### src/rtl/sprite_render_ctrl.sv
// Sprite renderer: erases, repositions and redraws a ROM-backed sprite one pixel per cycle.
// Pixel outputs are registered, so index i issued in cycle k is presented in cycle k+1.
module sprite_render_ctrl #(
    parameter int SPR_W    = 16,
    parameter int SPR_H    = 16,
    parameter int COLOUR_W = 12,
    parameter int X_W      = 8,
    parameter int Y_W      = 7,
    parameter int X_MAX    = 159,
    parameter int Y_MAX    = 119,
    parameter int START_X  = 49,
    parameter int START_Y  = 48,
    parameter int STEP_W   = 4,
    parameter logic [COLOUR_W-1:0] TRANSPARENT = 12'h000,
    parameter logic [COLOUR_W-1:0] BG_COLOUR   = 12'h000
) (
    input  logic                                 clk,
    input  logic                                 reset,
    input  logic                                 go,
    input  logic [1:0]                           mode,
    input  logic [STEP_W-1:0]                    dx,
    input  logic [STEP_W-1:0]                    dy,
    input  logic [X_W-1:0]                       load_x,
    input  logic [Y_W-1:0]                       load_y,
    output logic [$clog2(SPR_W*SPR_H)-1:0]       rom_addr,
    input  logic [COLOUR_W-1:0]                  rom_data,
    output logic [X_W-1:0]                       x_out,
    output logic [Y_W-1:0]                       y_out,
    output logic [COLOUR_W-1:0]                  colour_out,
    output logic                                 plot,
    output logic                                 busy,
    output logic                                 done,
    output logic [X_W-1:0]                       posx,
    output logic [Y_W-1:0]                       posy
);

    localparam int unsigned N  = SPR_W * SPR_H;
    localparam int unsigned AW = $clog2(N);
    localparam int unsigned CW = $clog2(SPR_W);

    localparam logic [X_W-1:0] X_LIM = X_W'(X_MAX - SPR_W + 1);
    localparam logic [Y_W-1:0] Y_LIM = Y_W'(Y_MAX - SPR_H + 1);
    localparam logic [X_W:0]   X_VIS = (X_W+1)'(X_MAX);
    localparam logic [Y_W:0]   Y_VIS = (Y_W+1)'(Y_MAX);
    localparam logic [AW:0]    LAST  = (AW+1)'(N);

    localparam logic [2:0] IDLE   = 3'd0;
    localparam logic [2:0] CLEAR  = 3'd1;
    localparam logic [2:0] UPDATE = 3'd2;
    localparam logic [2:0] DRAW   = 3'd3;
    localparam logic [2:0] DONE   = 3'd4;

    localparam logic [1:0] M_DRAW  = 2'b00;
    localparam logic [1:0] M_CLEAR = 2'b01;
    localparam logic [1:0] M_LOAD  = 2'b11;

    logic [2:0]        state;
    logic [AW:0]       idx;
    logic [1:0]        mode_l;
    logic [STEP_W-1:0] dx_l, dy_l;
    logic [X_W-1:0]    lx_l, new_x;
    logic [Y_W-1:0]    ly_l, new_y;
    logic [X_W+1:0]    sum_x;
    logic [Y_W+1:0]    sum_y;
    logic [X_W:0]      pix_x;
    logic [Y_W:0]      pix_y;
    logic              draw_phase, pix_active, pix_vis;

    assign busy     = (state != IDLE);
    assign done     = (state == DONE);
    assign rom_addr = idx[AW-1:0];

    always_comb begin
        draw_phase = (state == DRAW);
        // idx == LAST is the drain cycle: nothing issued, last pixel still on the outputs
        pix_active = ((state == CLEAR) || draw_phase) && (idx != LAST);
        pix_x      = {1'b0, posx} + (X_W+1)'(idx[CW-1:0]);
        pix_y      = {1'b0, posy} + (Y_W+1)'(idx[AW-1:CW]);
        pix_vis    = (pix_x <= X_VIS) && (pix_y <= Y_VIS) &&
                     !(draw_phase && (rom_data == TRANSPARENT));
    end

    always_comb begin
        // Bit [W+1] of the extended sum is the sign of pos+step
        sum_x = {2'b00, posx} + {{(X_W+2-STEP_W){dx_l[STEP_W-1]}}, dx_l};
        sum_y = {2'b00, posy} + {{(Y_W+2-STEP_W){dy_l[STEP_W-1]}}, dy_l};
        new_x = posx;
        new_y = posy;
        if (mode_l == M_LOAD) begin
            new_x = (lx_l > X_LIM) ? X_LIM : lx_l;
            new_y = (ly_l > Y_LIM) ? Y_LIM : ly_l;
        end else begin
            if (sum_x[X_W+1])                     new_x = '0;
            else if (sum_x[X_W:0] > {1'b0, X_LIM}) new_x = X_LIM;
            else                                  new_x = sum_x[X_W-1:0];
            if (sum_y[Y_W+1])                     new_y = '0;
            else if (sum_y[Y_W:0] > {1'b0, Y_LIM}) new_y = Y_LIM;
            else                                  new_y = sum_y[Y_W-1:0];
        end
    end

    always_ff @(posedge clk or posedge reset) begin
        if (reset) begin
            state  <= IDLE;
            idx    <= '0;
            mode_l <= '0;
            dx_l   <= '0;
            dy_l   <= '0;
            lx_l   <= '0;
            ly_l   <= '0;
            posx   <= X_W'(START_X);
            posy   <= Y_W'(START_Y);
        end else begin
            case (state)
                IDLE: begin
                    if (go) begin
                        mode_l <= mode;
                        dx_l   <= dx;
                        dy_l   <= dy;
                        lx_l   <= load_x;
                        ly_l   <= load_y;
                        idx    <= '0;
                        state  <= (mode == M_DRAW) ? DRAW : CLEAR;
                    end
                end
                CLEAR: begin
                    if (idx == LAST) begin
                        idx   <= '0;
                        state <= (mode_l == M_CLEAR) ? DONE : UPDATE;
                    end else begin
                        idx <= idx + (AW+1)'(1);
                    end
                end
                UPDATE: begin
                    posx  <= new_x;
                    posy  <= new_y;
                    state <= DRAW;
                end
                DRAW: begin
                    if (idx == LAST) begin
                        idx   <= '0;
                        state <= DONE;
                    end else begin
                        idx <= idx + (AW+1)'(1);
                    end
                end
                DONE:    state <= IDLE;
                default: state <= IDLE;
            endcase
        end
    end

    always_ff @(posedge clk or posedge reset) begin
        if (reset) begin
            x_out      <= '0;
            y_out      <= '0;
            colour_out <= '0;
            plot       <= 1'b0;
        end else if (pix_active) begin
            x_out      <= pix_x[X_W-1:0];
            y_out      <= pix_y[Y_W-1:0];
            colour_out <= draw_phase ? rom_data : BG_COLOUR;
            plot       <= pix_vis;
        end else begin
            plot <= 1'b0;
        end
    end

endmodule
### config.mk
export PLATFORM = sky130hd
export DESIGN_NAME = sprite_render_ctrl
export DESIGN_NICKNAME = d
export VERILOG_FILES = /design/src/rtl/sprite_render_ctrl.sv
export SDC_FILE = /design/constraint.sdc
export NUM_CORES = 1
export LEC_CHECK = 0
export ABC_AREA = 1
export ABC_CLOCK_PERIOD_IN_PS = 3150
export CORE_ASPECT_RATIO = 0.9
export CORE_UTILIZATION = 48
export DETAILED_ROUTE_END_ITERATION = 8
export PLACE_DENSITY = 0.78
export SLEW_MARGIN = 25
export SYNTH_ARGS = -nofsm -noshare
export SYNTH_HDL_FRONTEND = slang
export SYNTH_SLANG_ARGS = --single-unit
### constraint.sdc
create_clock -name clk -period 3.15 [get_ports clk]
set_input_delay 0.945 -clock clk [delete_from_list [all_inputs] [get_ports clk]]
set_output_delay 0.945 -clock clk [all_outputs]
set_load 0.005 [all_outputs]
==> impl_metrics.ini, run 1 <==
[cts]
cts_tree = yes
clockRootBuffer = clkbuf_8
clock_latency_ns = 0.35
cts_buffer_depth = 2
holdBufCountCts = 0
cts_resized = 0
cts_buffers = 9
htreeDepth = 3
postCtsSetupRepairBufs = 0
clkTransAtPathRegs_ns = 0.09
cts.sinks = 80

[yosys]
netlist_top_cells_area = dfrtp_1, nand2_1, ha_1, inv_1, mux2_2
synth.most_common_cell = nand2_1
synth_cell_types = 43
synth_edf_count = 0
synth_top_area_frac = 0.3895
syn_avg_cell_area_sq_um = 8.351
synthCells = 577
synthArstFlopShare = 1.000
ys_seq_area_frac = 0.4168
synth_fp_nets = 648
yosysWarnings = 0
yosys.area.top_type = dfrtp_1
yosys_register_bits = 80
syn-cell-area_sq_um = 4818
synthTopCellsByCount = nand2_1, dfrtp_1, inv_1
synthFlopType = dfrtp_1

[sta]
finalHoldViolCount = 0
period_needed_ns = 2.493
setup_viol = 0
rsz0062_at_grt = no
hold_ws_ns = 0.4763
fin_skew_ns = 0.01121
worst_slew_pin_slew_ns = 0.5629
max_clock_freq_mhz = 401.2
tns_ns = 0
fin_crit_sh = 0.7913
slew_violations = 0
max-slew-margin-rel = 0.6242

[place]
dp.cells = 780
dp_hpwl_microns = 8679
port_buffers = 92
gp_congestion = 0.9010

[power]
cellPowerDensity_nw_per_um2 = 315.6
pwr-share-clk = 0.403
comb_power_share = 0.052
p_seq_frac = 0.545
p_sw_uw = 414.1
cellInternalPower_mw = 1.491
ir_worst_vdd_v = 0.0002118
p_leak_nw = 2.937
netSwitchingFraction = 0.2174

[routing]
drt_iter0_drc = 211
dr.pass1.iters = 5
drt_wl_total_microns = 11190
drc = 0
dr_total_vias = 4188
drtAntennaViolNets = 0
via_per_inst = 5.261
wl_per_cell_microns = 14.05

[critical_path]
reg2reg_depth = 10
startpoint_type = register
required_ns = 2.20
r2r_end = posx[1]
arrival_ns = 1.55
worst-r2r-setup-slack_ns = 0.87
reg2reg_from = posx[0]
worst-path-max-fanout = 3
path_class = register to primary output
cp-end-kind = primary output

[floorplan]
start_util = 0.4968
rows = 34
die_x_microns = 107.6
chipHeight_microns = 97.05
fp.dieArea_sq_um = 10440
io_pins = 93
core_area_sq_um = 9699

[cells_and_area]
syn_to_final_growth_pct = 25.24
nNetsFinal = 736
final_core_util = 0.6222
diodes = 0
drive_above_1_share = 0.1134
layout.cells.non_filler = 796

[hold_path]
hold_path.class = register to register
hold_depth = 2
hp-start = y_out[6]
holdPathEnd = y_out[6]

[run_status]
status = completed

[global_routing]
grt-ovfl-total = 0
antenna_found_initial = 0
gr-usage-all-layers = 0.2241
grt_pass1_vias = 3902
grt_max_degree = 81
grt_pass1_wl_microns = 18520

[job]
cap_violations = 0
-- power by group through the flow --
| stage | Combinational (mW) | Sequential (mW) | Clock [mW] |
|---|---|---|---|
| 2_1_floorplan | 0.0226 | 1.06 | 0 |
| 3_5_place_dp | 0.101 | 1.06 | 0 |
| 6_report | 0.0992 | 1.04 | 0.767 |
| 3_3_place_gp | 0.0995 | 1.06 | 0 |
| 5_1_grt | 0.109 | 1.04 | 0.829 |
| 4_1_cts | 0.101 | 1.04 | 0.786 |
-- logic make-up (layout without fill, tap and decap cells) --
logic type                 count (synthesis)  in the layout  synth area share
muxes                                     19             19           0.04441
buffers and inverters                     83            176           0.07297
xor gates and xnor gates                  12             12           0.02181
AOI/OAI and AO/OA                         93             93            0.1080
adders and majority gates                 31             31           0.08673
DFF                                       80             80            0.4168
and+or+nand+nor                          259            259            0.2493
-- worst max-delay path, stage by stage, from the launching register on --
cell             delay (ns)
dfrtp_1                0.41
nor2_2                 0.19
nand2_1                0.13
clkdlybuf4s50_1        0.46
-- routing by layer --
| layer | vias up | global-route usage | wire length (microns) |
|---|---|---|---|
| met5 | - | 0 | 0 |
| met4 | 0 | 0.08008 | 225 |
| met3 | 21 | 0.04359 | 627 |
| met2 | 125 | 0.3491 | 5118 |
| met1 | 1955 | 0.3102 | 5214 |
| li1 | 2087 | - | - |
-- layout make-up --
cell class                      count  area [sq um]
Multi-Input combinational cell    414          2459
Fill cell                         854          3665
Clock buffer                       11         141.4
Sequential cell                    80          2008
Tap cell                          126         157.7
Clock inverter                      5         65.06
Timing Repair Buffer               96         963.4
Inverter                           64         240.2
-- flip-flops by register name (all words and copies together) (netlist names) --
name,cells
posx,8
idx,9
dx_l,4
ly_l,7
x_out,8
lx_l,8
mode_l,2
dy_l,4
colour_out,12
state,3
posy,7
plot,1
y_out,7
-- cells in the final DEF, fill, tap and decap left out, types with 6 or more instances in the layout --
cell type / count
clkdlybuf4s50_1: 92
xor2_1: 8
nand2_2: 10
ha_1: 27
a31oi_1: 11
inv_1: 57
o21ai_0: 23
nor2_1: 50
nand3b_1: 6
dfrtp_1: 75
mux2_2: 19
nand3_1: 30
a21oi_1: 37
clkbuf_8: 10
o21ai_1: 10
nand4_1: 15
nor2_2: 6
nand2_1: 123
-- worst max-delay path by stage --
| stage | start | to | slack (ns) | depth (start not counted) |
|---|---|---|---|---|
| floorplan | reset | colour_out[0] | 0.16 | 1 |
| global placement | go | idx[8] | 0.80 | 7 |
| detailed placement | go | idx[8] | 0.74 | 7 |
| CTS | state[0] | busy | 0.65 | 3 |
| global route | state[1] | busy | 0.56 | 3 |
| finish | state[0] | busy | 0.66 | 3 |
-- through the flow --
step / total power [mW] / instance area, sq um / worst slack, ns
2_1_floorplan: 1.082 / 4818 / 0.1615
3_3_place_gp: 1.158 / 5828 / 0.7967
3_5_place_dp: 1.160 / 5828 / 0.7406
4_1_cts: 1.926 / 6035 / 0.6471
5_1_grt: 1.977 / 6035 / 0.5582
6_report: 1.905 / 6035 / 0.6575
Power figures use the tool's default switching activity.
==> run 2, diff against run 1 <==
- ABC_CLOCK_PERIOD_IN_PS: 3150 -> 2200
- clock period: 3.15 -> 2.2 ns (I/O delays scaled with it)
==> run 2 against run 1 <==
  * The flow now finishes with violations (setup timing)
  * Non-clock buffer count rose by 25
  * Final area increased by 4.8%
  * Combinational power grew 53%
  * Clock power is 25% higher
  * Die area unchanged
  * Clock skew is essentially flat
  * Critical path type is now register to register
  * Largest power group unchanged
  * Highest routed layer unchanged
==> impl_metrics.ini, run 2 (synthesized netlist as in run 1, its figures left out) <==
[run_status]
status = finished with violations
violations = setup timing

[place]
dp_hpwl_microns = 9363
port_buffers = 92
dp.cells = 796
gp_congestion = 0.9316

[sta]
rsz0062_at_grt = yes
tns_ns = -0.01137
max_clock_freq_mhz = 452.2
hold_ws_ns = 0.4754
fin_skew_ns = 0.01111
worst_slew_pin_slew_ns = 0.5173
setup_ws_ns = -0.01137
finalHoldViolCount = 0
period_needed_ns = 2.211
max-slew-margin-rel = 0.6522
setup_viol = 1
fin_crit_sh = 1.005
slew_violations = 0

[cts]
clockRootBuffer = clkbuf_8
cts_buffers = 9
clock_latency_ns = 0.35
holdBufCountCts = 0
cts_buffer_depth = 2
cts_tree = yes
clkTransAtPathRegs_ns = 0.08
htreeDepth = 3
cts.sinks = 80

[power]
finalPower_mw = 2.601
p_leak_nw = 3.075
ir_worst_vdd_v = 0.0003424
cellPowerDensity_nw_per_um2 = 411.3

[cells_and_area]
final_core_util = 0.6520
final_cell_mix = nand2_1, clkdlybuf4s50_1, dfrtp_1
diodes = 0
largest_reg_flops = 12
fillers = 802
layout.cells.non_filler = 821
final_common_cell = nand2_1
drive_above_1_share = 0.1755
nNetsFinal = 761
reg_top3 = colour_out x12, idx x9
syn_to_final_growth_pct = 31.24
regMostFlops = colour_out

[routing]
dr.pass1.iters = 5
drt_wl_total_microns = 12270
via_per_inst = 5.404
drt_iter0_drc = 243
drc = 0
drtAntennaViolNets = 0
wl_per_cell_microns = 14.95
dr_total_vias = 4437

[critical_path]
path_class = register to register
required_ns = 2.47
startpoint_type = register
worst-r2r-setup-slack_ns = -0.01
cp-end-kind = register
worst-path-max-fanout = 6
arrival_ns = 2.48

[floorplan]
start_util = 0.4968
die_x_microns = 107.6
io_pins = 93
core_area_sq_um = 9699
chipHeight_microns = 97.05
rows = 34
fp.dieArea_sq_um = 10440

[global_routing]
grt_max_degree = 32
gr-usage-all-layers = 0.2445
grt-ovfl-total = 0
antenna_found_initial = 0
grt_pass1_vias = 4187
grt_pass1_wl_microns = 20010

[hold_path]
hold_path.class = register to register

[job]
cap_violations = 0
-- run 2: per-layer routing --
metal  up-vias  part of all wire  GRT usage
met4         0             0.011    0.05269
met1      2109              0.45     0.3439
met3        16             0.062    0.04695
met5         -                 0          0
li1       2146                 -          -
met2       166              0.48     0.3915
-- run 2: critical path, stage by stage, from the launching register on --
cell,delay [ns]
dfstp_2,0.57
ha_4,0.14
fa_2,0.44
or2_4,0.26
nor2_4,0.09
nand3_2,0.07
nand2_2,0.08
nand3_2,0.09
nand2_4,0.10
nand4_1,0.13
a21oi_1,0.17
-- run 2: what timing repair did --
action,4_1_cts,5_1_grt
gates resized for setup,7,27
pin swaps,3,16
setup endpoints to repair,9,21
cloned,0,0
setup buffers,0,10
-- run 2: power by group --
group	internal, mW	total (mW)	switching [mW]
registers	1.48	1.49	0.00634
clock network	0.437	0.961	0.525
logic	0.0940	0.152	0.0584
total	2.01	2.60	0.589
-- run 2: metrics by stage --
stage	worst slack, ns	area [sq um]
global route	-0.1019	6324
global placement	0.06377	5964
floorplan	0.1113	4822
finish	-0.01137	6324
CTS	-0.01201	6160
detailed placement	-0.01648	5964
-- run 2: final cells by class --
type	instances	area [sq um]	share of cell area
clock inverter	5	32.53	0.005144
multi-input combinational	414	2562	0.4052
timing repair buffer	121	1175	0.1858
sequential	80	2011	0.3180
inverter	64	244.0	0.03858
tap	126	157.7	0.02493
clock buffer	11	141.4	0.02236
-- run 2: worst paths after layout --
kind,start,end,cells after the start
setup / recovery,posx[0],posx[3],10
hold / removal,x_out[1],x_out[1],2
setup reg to reg,posx[0],posx[3],10
hold reg to reg,x_out[1],x_out[1],2
max in group asynchronous,reset,posx[0],3
min in group asynchronous,reset,posy[0],2
